$ cat src/rtl/scan_pkg.sv
// Shared types and frame geometry for the raster pixel scanner.
package scan_pkg;

    localparam int H_RES = 320;
    localparam int V_RES = 240;
    localparam int X_W   = 9;
    localparam int Y_W   = 8;

    localparam logic [X_W-1:0] X_LAST = X_W'(H_RES - 1);
    localparam logic [Y_W-1:0] Y_LAST = Y_W'(V_RES - 1);

    typedef enum logic [1:0] {
        IDLE  = 2'd0,
        SCAN  = 2'd1,
        FLUSH = 2'd2,
        DONE  = 2'd3
    } scan_state_t;

    // One pixel in flight between address issue and the vga_adapter write.
    typedef struct packed {
        logic           valid;
        logic [X_W-1:0] x;
        logic [Y_W-1:0] y;
    } pixel_t;

endpackage

$ cat src/rtl/scan_delay_line.sv
// Fixed-latency shift register of pixel_t. Shifts every clock and is never
// stalled, so a pixel entering at cycle t leaves at cycle t+LAT.
module scan_delay_line
    import scan_pkg::*;
#(
    parameter int LAT = 1
) (
    input  logic   clk,
    input  logic   rst_n,
    input  pixel_t din,
    output pixel_t dout
);

    pixel_t stage_q [LAT];
    pixel_t stage_d [LAT];

    // Next contents: new pixel enters stage 0, every other stage takes its predecessor.
    always_comb begin
        stage_d[0] = din;
        for (int i = 1; i < LAT; i++) begin
            stage_d[i] = stage_q[i-1];
        end
    end

    // Stage registers, cleared immediately on reset so no stale pixel is plotted.
    always_ff @(posedge clk or negedge rst_n) begin
        if (!rst_n) begin
            for (int i = 0; i < LAT; i++) begin
                stage_q[i] <= '0;
            end
        end else begin
            for (int i = 0; i < LAT; i++) begin
                stage_q[i] <= stage_d[i];
            end
        end
    end

    assign dout = stage_q[LAT-1];

endmodule

$ cat src/rtl/pixel_scanner.sv
// Raster address generator feeding the colour renderer and the vga_adapter.
// x/y go to the renderer; plot/plot_x/plot_y come out LAT clocks later so they
// line up with the renderer's colour. Optional macro SCAN_WINDOW_EN restricts
// the scan to an inclusive rectangle latched on entry to SCAN.
//
// Timing contract: a pixel is issued in any SCAN cycle with pause=0 (issue_valid);
// the coordinates of an issue at cycle t appear on plot_x/plot_y with plot=1 at
// cycle t+LAT. There is no back-pressure from the renderer or vga_adapter.
module pixel_scanner
    import scan_pkg::*;
#(
    parameter int LAT = 1
) (
    input  logic              clk,
    input  logic              resetn,
    input  logic              start,
    input  logic              continuous,
    input  logic              pause,
`ifdef SCAN_WINDOW_EN
    input  logic [X_W-1:0]    win_x0,
    input  logic [X_W-1:0]    win_x1,
    input  logic [Y_W-1:0]    win_y0,
    input  logic [Y_W-1:0]    win_y1,
`endif
    output logic [X_W-1:0]    x,
    output logic [Y_W-1:0]    y,
    output logic [X_W-1:0]    plot_x,
    output logic [Y_W-1:0]    plot_y,
    output logic              plot,
    output logic              busy,
    output logic              frame_done,
    output logic [7:0]        frame_cnt,
    output scan_state_t       state_dbg
);

    scan_state_t    state_q, state_d;
    logic [X_W-1:0] x_q, x_d;
    logic [Y_W-1:0] y_q, y_d;
    logic [2:0]     flush_cnt_q, flush_cnt_d;
    logic [7:0]     frame_cnt_q, frame_cnt_d;
    logic           issue_valid;
    logic           enter_scan;

    // Scan bounds and first coordinate; constant full frame unless windowed.
    logic [X_W-1:0] x_lo, x_hi, entry_x;
    logic [Y_W-1:0] y_hi, entry_y;
    logic           win_empty;

`ifdef SCAN_WINDOW_EN
    logic [X_W-1:0] x_lo_q, x_lo_d, x_hi_q, x_hi_d;
    logic [Y_W-1:0] y_hi_q, y_hi_d;
    logic           empty_q, empty_d;

    // Window bounds are captured only when a scan begins, so mid-frame changes are ignored.
    always_comb begin
        x_lo_d  = x_lo_q;
        x_hi_d  = x_hi_q;
        y_hi_d  = y_hi_q;
        empty_d = empty_q;
        if (enter_scan) begin
            x_lo_d  = win_x0;
            x_hi_d  = win_x1;
            y_hi_d  = win_y1;
            empty_d = (win_x0 > win_x1) || (win_y0 > win_y1);
        end
    end

    // Window bound registers.
    always_ff @(posedge clk or negedge resetn) begin
        if (!resetn) begin
            x_lo_q  <= '0;
            x_hi_q  <= X_LAST;
            y_hi_q  <= Y_LAST;
            empty_q <= 1'b0;
        end else begin
            x_lo_q  <= x_lo_d;
            x_hi_q  <= x_hi_d;
            y_hi_q  <= y_hi_d;
            empty_q <= empty_d;
        end
    end

    assign x_lo      = x_lo_q;
    assign x_hi      = x_hi_q;
    assign y_hi      = y_hi_q;
    assign win_empty = empty_q;
    assign entry_x   = win_x0;
    assign entry_y   = win_y0;
`else
    assign x_lo      = '0;
    assign x_hi      = X_LAST;
    assign y_hi      = Y_LAST;
    assign win_empty = 1'b0;
    assign entry_x   = '0;
    assign entry_y   = '0;
`endif

    // Next-state, raster stepping, flush timing and frame counting.
    always_comb begin
        state_d     = state_q;
        x_d         = x_q;
        y_d         = y_q;
        flush_cnt_d = flush_cnt_q;
        frame_cnt_d = frame_cnt_q;
        issue_valid = 1'b0;
        enter_scan  = 1'b0;
        case (state_q)
            IDLE: begin
                if (start) begin
                    state_d    = SCAN;
                    enter_scan = 1'b1;
                end
            end
            SCAN: begin
                if (win_empty) begin
                    state_d     = FLUSH;
                    flush_cnt_d = '0;
                end else if (!pause) begin
                    issue_valid = 1'b1;
                    if (x_q == x_hi) begin
                        if (y_q == y_hi) begin
                            // Last pixel: hold x/y, let the delay line drain.
                            state_d     = FLUSH;
                            flush_cnt_d = '0;
                        end else begin
                            x_d = x_lo;
                            y_d = y_q + Y_W'(1);
                        end
                    end else begin
                        x_d = x_q + X_W'(1);
                    end
                end
            end
            FLUSH: begin
                if (flush_cnt_q == 3'(LAT - 1)) begin
                    state_d = DONE;
                end else begin
                    flush_cnt_d = flush_cnt_q + 3'd1;
                end
            end
            DONE: begin
                frame_cnt_d = frame_cnt_q + 8'd1;
                if (continuous) begin
                    state_d    = SCAN;
                    enter_scan = 1'b1;
                end else begin
                    state_d = IDLE;
                end
            end
            default: state_d = IDLE;
        endcase
        if (enter_scan) begin
            x_d = entry_x;
            y_d = entry_y;
        end
    end

    // State, coordinate and counter registers.
    always_ff @(posedge clk or negedge resetn) begin
        if (!resetn) begin
            state_q     <= IDLE;
            x_q         <= '0;
            y_q         <= '0;
            flush_cnt_q <= '0;
            frame_cnt_q <= '0;
        end else begin
            state_q     <= state_d;
            x_q         <= x_d;
            y_q         <= y_d;
            flush_cnt_q <= flush_cnt_d;
            frame_cnt_q <= frame_cnt_d;
        end
    end

    pixel_t pix_in, pix_out;

    assign pix_in = '{valid: issue_valid, x: x_q, y: y_q};

    scan_delay_line #(.LAT(LAT)) u_delay (
        .clk   (clk),
        .rst_n (resetn),
        .din   (pix_in),
        .dout  (pix_out)
    );

    assign x          = x_q;
    assign y          = y_q;
    assign plot       = pix_out.valid;
    assign plot_x     = pix_out.x;
    assign plot_y     = pix_out.y;
    assign busy       = (state_q == SCAN) || (state_q == FLUSH);
    assign frame_done = (state_q == DONE);
    assign frame_cnt  = frame_cnt_q;
    assign state_dbg  = state_q;

endmodule

$ cat config.mk
export PLATFORM = sky130hd
export DESIGN_NAME = pixel_scanner
export DESIGN_NICKNAME = d
export VERILOG_FILES = /design/src/rtl/scan_pkg.sv /design/src/rtl/scan_delay_line.sv /design/src/rtl/pixel_scanner.sv
export SDC_FILE = /design/constraint.sdc
export NUM_CORES = 1
export LEC_CHECK = 0
export ABC_CLOCK_PERIOD_IN_PS = 3800
export CAP_MARGIN = 25
export CORE_AREA = 2 2 98 100
export DETAILED_ROUTE_END_ITERATION = 6
export DIE_AREA = 0 0 100 102
export GPL_TIMING_DRIVEN = 0
export SLEW_MARGIN = 30
export SYNTH_ARGS = -nofsm -noshare
export SYNTH_HDL_FRONTEND = slang
export SYNTH_SLANG_ARGS = --single-unit
$ cat constraint.sdc
create_clock -name clk -period 3.8 [get_ports clk]
set_input_delay 0.38 -clock clk [delete_from_list [all_inputs] [get_ports clk]]
set_output_delay 0.38 -clock clk [all_outputs]
set_load 0.005 [all_outputs]
**Word-level counts from Yosys, hierarchy flattened**

Index checks and enable logic that the tools add are counted.

- Equality and inequality tests: 14
- Reductions and logical operators: 10
- $add $sub $neg: 4
- Mux-type cells: 27

Operators with widths:

| kind | count |
|---|---|
| 9-bit 2-to-1 mux | 5 |
| 8-bit 2-to-1 mux | 5 |
| 8-bit by 1-bit adder with 8-bit output (second input constant) | 2 |
| 2-bit != test (second input constant) | 7 |
| 3-bit 2-to-1 mux | 4 |
| 2-bit 2-to-1 mux | 5 |
| 5-bit AND reduction | 2 |
| 9-bit by 1-bit adder with 9-bit output (second input constant) | 1 |
| 9-bit == test (second input constant) | 1 |
| 8-bit == test (second input constant) | 1 |
| 2-bit case mux with 4 select lines | 1 |
| 3-bit case mux with 2 select lines | 1 |
| 2-bit nonzero test | 3 |
| 1-bit 2-to-1 mux | 5 |
| 2-bit == test (second input constant) | 2 |
| 4-bit AND reduction | 1 |
| 3-bit by 1-bit adder with 3-bit output (second input constant) | 1 |
| 3-bit logical NOT | 1 |
| 3-bit != test (second input constant) | 1 |
| 3-bit AND reduction | 1 |
| 2-bit by 1-bit == test with 1-bit output (second input constant) | 1 |
| 2-bit logical NOT | 1 |
| 2-bit by 1-bit != test with 1-bit output (second input constant) | 1 |
| 1-bit case mux with 2 select lines | 1 |
| 1-bit logical OR | 1 |

- Bits of input ports: 5
- Output and inout bits: 47
- Word-level logic and storage cells: 63
- Flip-flop bits (word level): 48

**Longest topological paths before layout**

Gate-level depths: netlist of the first run.

- Depth after elaboration: 6
- Gate-level depth with buffers: 8
- Depth with buffers taken out: 8

**Hierarchy**

A second synthesis of the first run with hierarchy kept.

- Cells, all modules: 195
- Area, all modules: 2,137.0 um^2

By module, submodules not included:

| module | instances | area an instance (um^2) | sequential area each (um^2) | cells each |
|---|---|---|---|---|
| pixel_scanner | 1 | 1,686.6 | 750.7 | 177 |
| scan_delay_line | 1 | 450.4 | 450.4 | 18 |

**Worst setup path before layout of the first run**

No wires, ideal clock.

- Path type: register to register
- Start point: reg state_q[1] (netlist: state_dbg[1])
- End point: reg y_q[7] (netlist: y[7])
- Stages on the path, launching flop included: 8
- Buffers on the path: 0
- Data required time: 3.681 ns
- Setup time: 0.119 ns
- Arrival: 1.904 ns
- Path slack: 1.777 ns
- Clock period less this slack: 2.023 ns
- Path through: dfrtp_1 -> inv_1 -> ha_1 -> nand2b_1 -> nor4_2 -> nand4_1 -> xnor2_1 -> and2_1

- Cells in the longest elaborated chain, start to end: 4
- Elaborated cells on any way between the ends: 10
- Those cells by class: eq/ne: 4; mux: 2; reduce/logical: 4

Ends and longest elaborated chain:

| what | line | source |
|---|---|---|
| from (decl) | pixel_scanner.sv:36 | `scan_state_t state_q, state_d;` |
| from (signal assigned) | pixel_scanner.sv:167 | `state_q <= state_d;` |
| 2-bit == test or 2-bit logical NOT (tied branches) | pixel_scanner.sv:107 | `case (state_q)` |
| 1-bit case mux with 2 select lines | pixel_scanner.sv:107 |  |
| 2-bit != test (no line) (tied with other cells) | - |  |
| 4-bit AND reduction (no line) | - |  |
| to (signal assigned) | pixel_scanner.sv:169 | `y_q <= y_d;` |
| to (decl) | pixel_scanner.sv:38 | `logic [Y_W-1:0] y_q, y_d;` |

Parallel ways exist; a longest one is shown, timed or not.
A chain may end at the register's enable or synchronous reset.

**Worst setup path in the final report of the first run**

Same ends and word-level chain as after synthesis.

==> flow_metrics.tcl, run 1 <==
set metrics [dict create \
    num_rows 35 \
    synth_top_area_cell "dfrtp_1" \
    p_int_uw 1050 \
    wl_um 4610 \
    p_seq_frac 0.487 \
    ys_seq_area_frac 0.557 \
    mostFrequentLayoutCell "clkdlybuf4s50_1" \
    cp_data_required_time_ns 4.00 \
    combPwrFrac 0.261 \
    finish.net_count 270 \
    die_h_um 102 \
    async_reset_ff_frac 1.00 \
    fin_crit_sh 0.631 \
    postCtsSetupBuffers 0 \
    skew_ns 0.00622 \
    drv_slew 0 \
    io_buffers 51 \
    cts.sinks 48 \
    leakage_uw 0.00127 \
    post-route-min-period_ns 2.40 \
    coreArea_sq_um 9110 \
    wire_per_inst_um 12.6 \
    vdd_ir_drop_max_uv 230 \
    status "finished clean" \
    drt-pass1-iter-count 4 \
    grt_max_degree 49 \
    hold_buffers 0 \
    synth_area_leaders "dfrtp_1 56%, ha_1 5.8%, xor2_1 3.7%, nand2_1 3.1%, nor2_1 3.0%" \
    ios 52 \
    clockRootBuffer "clkbuf_8" \
    drtIter0Drc 82 \
    avgSynthCellArea_sq_um 10.9 \
    antenna_found_initial 0 \
    power_uw 1470 \
    cts_htree_levels 2 \
    start_util 0.237 \
    dominantRegCellSynth "dfrtp_1" \
    synth_cells 197 \
    pwr-share-clk 0.252 \
    synthesis.nets 212 \
    grt_pass1_vias 1606 \
    clk_latency_ns 0.30 \
    synth_edf_count 0 \
    setup-violations-final 0 \
    yosysTopAreaCellShare 0.557 \
    rsz0062_at_grt "no" \
    numCtsBuffers 5 \
    cts_tree "built" \
    hold_viol_final 0 \
    postCtsResizedCells 0 \
    critPathMaxFanout 8 \
    startpoint_type "register" \
    ant_nets 0 \
    cp-end-kind "register" \
    relSlewSlack 0.533 \
    drive_above_1_share 0.0586 \
    track_usage 0.0935 \
    ys_seq_elements 48 \
    fin_util 0.320 \
    clkSlewWorstSetupHoldPaths_ns 0.09 \
    overflow 0 \
    setup_tns_ns 0 \
    grt_pass1_wl_um 7590 \
    cts_max_path_buffers 2 \
    die_w_um 100 \
    max_freq_mhz 417 \
    p_switching_uw 416 \
    worst_pin_slew_ns 0.695 \
    synth.distinct_cells 39 \
    crit_arrival_ns 2.60 \
    area.growth.synth_to_final_pct 35.2 \
    vias 1655 \
    maxCapViolations 0 \
    ys.warnings.count 0 \
    dp_hpwl_um 3370 \
    dieArea_sq_um 10200 \
    worstSetupPathType "register to register" \
    power_density_nw_per_um2 503 \
    diodes 0 \
    viasPerCell 4.51 \
    syn_area_sq_um 2150 \
    switching_share 0.284 \
    drc_errors 0 \
    hold_path_class "primary input to async pin" \
    most-common-layout-cells "50 x clkdlybuf4s50_1, 48 x dfrtp_1, 18 x nand2_1" \
    routabilityCongestion 0.749 \
]
[flip-flops by register name, indices dropped and copies added, names as in the netlist]
register / count
flush_cnt_q: 3
frame_cnt: 8
state_dbg: 2
u_delay.dout: 18
x: 9
y: 8
[cell type report]
type,count,area [sq um]
fill,946,6200
sequential,48,1200
multi-input combinational,138,912
timing repair buffer,51,508
tap,111,139
clock buffer,5,68.8
clock inverter,3,42.5
inverter,7,26.3
buffer,4,15.0
[power groups by stage]
| stage | clock (uW) | combinational (uW) | sequential (uW) |
|---|---|---|---|
| 2_1_floorplan | 0 | 134 | 716 |
| 3_3_place_gp | 0 | 386 | 727 |
| 3_5_place_dp | 0 | 387 | 728 |
| 4_1_cts | 384 | 390 | 718 |
| 5_1_grt | 403 | 427 | 732 |
| 6_report | 369 | 382 | 714 |
[logic make-up after synthesis]
logic type	after synthesis	synth area share
compound gates	27	0.0819
flops	48	0.557
simple gates	82	0.203
fa+ha+maj	10	0.0581
mux	3	0.0151
xor+xnor	16	0.0650
buf+inv	11	0.0192
[metal layers]
metal / vias to the layer above / GRT usage / routed length [um] / part of all wire
li1: 808 / - / - / -
met1: 806 / 0.115 / 2090 / 0.45
met2: 37 / 0.155 / 2210 / 0.48
met3: 4 / 0.0321 / 275 / 0.060
met4: 0 / 0.0306 / 27 / 0.0059
met5: - / 0 / 0 / 0
[metrics by stage]
| step | hold WS, ns | area [sq um] | setup slack (ns) | std cells |
|---|---|---|---|---|
| finish | 0.0819 | 2910 | 1.40 | 367 |
| global route | 0.142 | 2910 | 1.12 | 367 |
| CTS | 0.113 | 2910 | 1.35 | 367 |
| detailed placement | 0.385 | 2800 | 1.37 | 359 |
| global placement | 0.392 | 2800 | 0.912 | 359 |
| floorplan | 0.0844 | 2150 | 1.78 | 197 |
[cells in the mapped netlist (7+ instances only)]
library cell	instances
a21oi_1	7
dfrtp_1	48
ha_1	10
inv_1	7
nand2_1	18
nand3_1	11
nand4_1	7
nor2_1	17
xnor2_1	7
xor2_1	9
[worst max-delay path: stages, from the launching register on]
cell	delay, ns
dfrtp_1	0.45
inv_1	0.12
ha_1	0.31
nand2b_1	0.23
nor4_2	0.67
nand4_1	0.19
xnor2_1	0.16
and2_1	0.15
[worst paths after layout]
kind                                          start                          to  slack [ns]  depth (start not counted)
max                        state_dbg[1]$_DFFE_PN0P_            y[7]$_DFFE_PN0P_        1.40                          7
min                                          resetn            x[5]$_DFFE_PN0P_        0.08                          1
max reg2reg                state_dbg[1]$_DFFE_PN0P_            y[7]$_DFFE_PN0P_        1.40                          7
min reg2reg                        x[6]$_DFFE_PN0P_  u_delay.dout[14]$_DFF_PN0_        0.41                          0
max in group asynchronous                    resetn    frame_cnt[0]$_DFFE_PN0N_        3.31                          1
min in group clk                   x[6]$_DFFE_PN0P_  u_delay.dout[14]$_DFF_PN0_        0.41                          0
(Power assumes the default switching activity.)
==> run 2, diff against run 1 <==
Settings changed: ABC_CLOCK_PERIOD_IN_PS 3800 to 2100.
Clock period 3.8 ns to 2.1 ns, I/O delays scaled along.
==> flow_metrics.tcl, run 2 (synthesis gave the netlist of run 1 again) <==
set metrics [dict create \
    status "finished clean" \
    wire_per_inst_um 12.8 \
    use_met3 0.0342 \
    num_rows 35 \
    hold_path_class "primary input to async pin" \
    drive_above_1_share 0.131 \
    fillers 935 \
    pwr-share-clk 0.245 \
    post-route-min-period_ns 2.01 \
    vias 1679 \
    mostFrequentLayoutCell "clkdlybuf4s50_1" \
    grt_max_degree 49 \
    coreArea_sq_um 9110 \
    hold_viol_final 0 \
    clockRootBuffer "clkbuf_8" \
    die_h_um 102 \
    clk_latency_ns 0.30 \
    vdd_ir_drop_max_uv 419 \
    diodes 0 \
    skew_ns 0.00759 \
    worstSetupPathType "register to register" \
    met1_usage 0.117 \
    cts_max_path_buffers 2 \
    setup_ws_ns 0.0870 \
    critPathMaxFanout 8 \
    fin_crit_sh 0.959 \
    drc_errors 0 \
    largest_reg_flops 18 \
    die_w_um 100 \
    grt_pass1_wl_um 7730 \
    cp-end-kind "register" \
    switching_share 0.287 \
    numCtsBuffers 5 \
    rrSetupSlack_ns 0.09 \
    antenna_found_initial 0 \
    p_seq_frac 0.487 \
    leakage_uw 0.00130 \
    cts_tree "built" \
    max_freq_mhz 497 \
    drtIter0Drc 76 \
    finish.net_count 273 \
    drt-pass1-iter-count 4 \
    relSlewSlack 0.594 \
    ant_nets 0 \
    grt_use_met2 0.157 \
    maxCapViolations 0 \
    pre_cts_slack_ns -0.331 \
    p_int_uw 1940 \
    start_util 0.237 \
    dieArea_sq_um 10200 \
    track_usage 0.0953 \
    setup-violations-final 0 \
    multi_input_area_sq_um 973 \
    combPwrFrac 0.267 \
    setup_tns_ns 0 \
    wl_um 4750 \
    power_density_nw_per_um2 902 \
    grt_pass1_vias 1628 \
    overflow 0 \
    worst_pin_slew_ns 0.608 \
    cp_data_required_time_ns 2.29 \
    fin_util 0.331 \
    cts_htree_levels 2 \
    top_usage_layer "met2" \
    rsz0062_at_grt "no" \
    p_switching_uw 779 \
    seq_area_sq_um 1210 \
    viasPerCell 4.54 \
    dp_hpwl_um 3370 \
    drv_slew 0 \
    ios 52 \
    io_buffers 51 \
    startpoint_type "register" \
    crit_arrival_ns 2.20 \
    cts.sinks 48 \
    clkSlewWorstSetupHoldPaths_ns 0.09 \
    holdWs_ns 0.453 \
    routabilityCongestion 0.749 \
    area.growth.synth_to_final_pct 39.9 \
    most-common-layout-cells "50 x clkdlybuf4s50_1, 43 x dfrtp_1, 18 x nand2_1" \
]
[run 2: changes by cell type in the layout (fill, tap and decap cells not counted), moves of 3 or more]
cell,delta
dfrtp_2,+5
clkbuf_1,-3
dfrtp_1,-5
buf_4,+4
[run 2: what timing repair did]
action	4_1_cts	5_1_grt
gates resized for setup	6	13
setup endpoints to repair	15	18
hold buffers	1	0
cloned	0	0
pin swaps	1	1
buffers inserted	4	0
endpoints found under the hold margin	48	0
[run 2: cell type report]
class                           instances  area share
Clock buffer                            5      0.0228
Multi-Input combinational cell        138       0.323
Inverter                                7     0.00872
Tap cell                              111      0.0461
Clock inverter                          3      0.0141
Sequential cell                        48       0.401
Timing Repair Buffer                   56       0.182
Buffer                                  2     0.00291
[run 2: critical path: stages (launching register included)]
cell	delay [ns]
dfrtp_2	0.45
nand4b_4	0.22
or3_4	0.39
o31a_1	0.33
nor2_2	0.18
mux2_2	0.34
[run 2: final timing paths]
check                                 start                          to  cells past startpoint
max                        x[7]$_DFFE_PN0P_    state_dbg[1]$_DFFE_PN0P_                      5
min                                  resetn  u_delay.dout[13]$_DFF_PN0_                      2
max reg2reg                x[7]$_DFFE_PN0P_    state_dbg[1]$_DFFE_PN0P_                      5
min reg2reg                y[1]$_DFFE_PN0P_   u_delay.dout[1]$_DFF_PN0_                      0
max in group asynchronous            resetn            x[4]$_DFFE_PN0P_                      2
min in group clk           y[1]$_DFFE_PN0P_   u_delay.dout[1]$_DFF_PN0_                      0
[run 2: power by group through the flow]
stage	sequential, uW	clock (uW)	combinational [uW]
final	1330	666	727
after floorplan	1300	0	243
after global placement	1320	0	699
after CTS	1290	695	761
after global routing	1360	734	809
after detailed placement	1320	0	701
[run 2: metal layers]
| layer | vias to the layer above | share of wire |
|---|---|---|
| li1 | 815 | - |
| met1 | 824 | 0.45 |
| met2 | 36 | 0.48 |
| met3 | 4 | 0.056 |
| met4 | 0 | 0.0072 |
| met5 | - | 0 |
[run 2: per-stage QoR]
step	cells	area [sq um]	power [uW]
3_3_place_gp	359	2800	2010
2_1_floorplan	197	2150	1540
4_1_cts	372	2980	2750
5_1_grt	370	3010	2900
3_5_place_dp	359	2800	2020
6_report	370	3010	2720
==> run 3, diff against run 2 <==
Settings changed: CORE_AREA 2 2 98 100 to 10 10 106 108, DIE_AREA 0 0 100 102 to 0 0 116 118, HOLD_SLACK_MARGIN set to 0.1.
==> flow_metrics.tcl, run 3 (synthesis gave the netlist of run 1 again) <==
set metrics [dict create \
    max_freq_mhz 497 \
    area.growth.synth_to_final_pct 40.1 \
    wire_per_inst_um 14.0 \
    dpl.cell_count 359 \
    drt-pass1-iter-count 4 \
    num_rows 35 \
    worstSetupPathType "register to register" \
    finish.net_count 276 \
    numCtsBuffers 5 \
    skew_ns 0.00463 \
    ant_nets 0 \
    grt_max_degree 49 \
    startpoint_type "register" \
    start_util 0.237 \
    antenna_found_initial 0 \
    vias 1669 \
    clkSlewWorstSetupHoldPaths_ns 0.09 \
    path_cells "ha_2 > nand3_4 > or3_1 > o31a_1 > or3_1 > a32oi_1" \
    cts.sinks 48 \
    fin_crit_sh 0.958 \
    setup-violations-final 0 \
    worst_pin_slew_ns 0.628 \
    routabilityCongestion 0.809 \
    fin_util 0.331 \
    largest_reg_flops 18 \
    critPathSlowestCell "or3_1" \
    dp_hpwl_um 3840 \
    viasPerCell 4.47 \
    dieArea_sq_um 13700 \
    cp-end-kind "register" \
    ios 52 \
    drv_slew 0 \
    cts_max_path_buffers 2 \
    track_usage 0.0753 \
    multi_input_area_sq_um 970 \
    final_cells 373 \
    wl_um 5230 \
    grt_pass1_vias 1665 \
    power_density_nw_per_um2 888 \
    hold_viol_final 0 \
    slowest_delay_ns 0.39 \
    maxCapViolations 0 \
    rrSetupSlack_ns 0.09 \
    grt_pass1_wl_um 8460 \
    relSlewSlack 0.581 \
    status "finished clean" \
    cp_data_required_time_ns 2.32 \
    clk_latency_ns 0.30 \
    clockRootBuffer "clkbuf_8" \
    rsz0062_at_grt "no" \
    drc_errors 0 \
    overflow 0 \
    crit_arrival_ns 2.23 \
    post-route-min-period_ns 2.01 \
    cts_htree_levels 2 \
    die_h_um 118 \
    path_common_cell "or3_1" \
    drive_above_1_share 0.141 \
    coreArea_sq_um 9110 \
    vdd_ir_drop_max_uv 430 \
    hold_path_class "primary input to async pin" \
    diodes 0 \
    die_w_um 116 \
    critPathMaxFanout 5 \
    seq_area_sq_um 1210 \
    fillers 951 \
    drtIter0Drc 60 \
    most-common-layout-cells "50 x clkdlybuf4s50_1, 42 x dfrtp_1, 18 x nand2_1" \
    io_buffers 51 \
    cts_tree "built" \
    leakage_uw 0.00130 \
    mostFrequentLayoutCell "clkdlybuf4s50_1" \
]
-- run 3: routing by layer --
layer | vias up | global-route usage | part of all wire
met3 | 2 | 0.0372 | 0.084
li1 | 818 | - | -
met1 | 810 | 0.0866 | 0.43
met2 | 39 | 0.122 | 0.48
met4 | 0 | 0.0164 | 0.0042
met5 | - | 0 | 0
-- run 3: per-stage QoR --
stage                     hold WS, ns  setup TNS, ns  instance area [sq um]  setup WS, ns  power [uW]
after floorplan               -0.0856              0                   2150        0.0774        1540
final                           0.459              0                   3020        0.0886        2680
after global placement          0.402         -32.41                   2800        -0.631        2030
after global routing            0.482              0                   3020       0.00453        2870
after CTS                       0.442              0                   2980       0.00145        2710
after detailed placement        0.274          -2.67                   2800        -0.327        2040
-- run 3: what timing repair did --
| action | 4_1_cts | 5_1_grt |
|---|---|---|
| pin swaps | 2 | 3 |
| setup endpoints to repair | 17 | 18 |
| endpoints found under the hold margin | 48 | 0 |
| gates cloned | 0 | 0 |
| hold buffers | 1 | 0 |
| gates resized for setup | 9 | 10 |
| setup buffers | 5 | 2 |
-- run 3: final cells by class --
type                       count  share of cell area
sequential                    48               0.400
multi-input combinational    138               0.321
timing repair buffer          59               0.189
tap                          111              0.0460
clock buffer                   6              0.0274
inverter                       7             0.00870
clock inverter                 2             0.00456
buffer                         2             0.00290
-- run 3: critical path, delay by kind of cell (launching register included) --
kind | cells | cell delay, ns
AO/OA/AOI/OAI | 2 | 0.50
adder cells (fa/ha/maj) | 1 | 0.20
AND/OR/NAND/NOR | 3 | 0.85
flip-flops | 1 | 0.38
-- run 3: report_power, final --
group / switching, uW / internal (uW) / total, uW
clock: 328 / 270 / 598
combinational: 277 / 492 / 769
sequential: 200 / 1110 / 1310
total: 804 / 1880 / 2680
-- run 3: final timing paths --
kind,startpoint,to,depth (start not counted)
min in group clk,y[7]$_DFFE_PN0P_,u_delay.dout[7]$_DFF_PN0_,0
min reg2reg,y[7]$_DFFE_PN0P_,u_delay.dout[7]$_DFF_PN0_,0
max in group asynchronous,resetn,y[0]$_DFFE_PN0P_,2
min,resetn,x[6]$_DFFE_PN0P_,2
max reg2reg,x[0]$_DFFE_PN0P_,state_dbg[0]$_DFFE_PN0P_,6
max,x[0]$_DFFE_PN0P_,state_dbg[0]$_DFFE_PN0P_,6
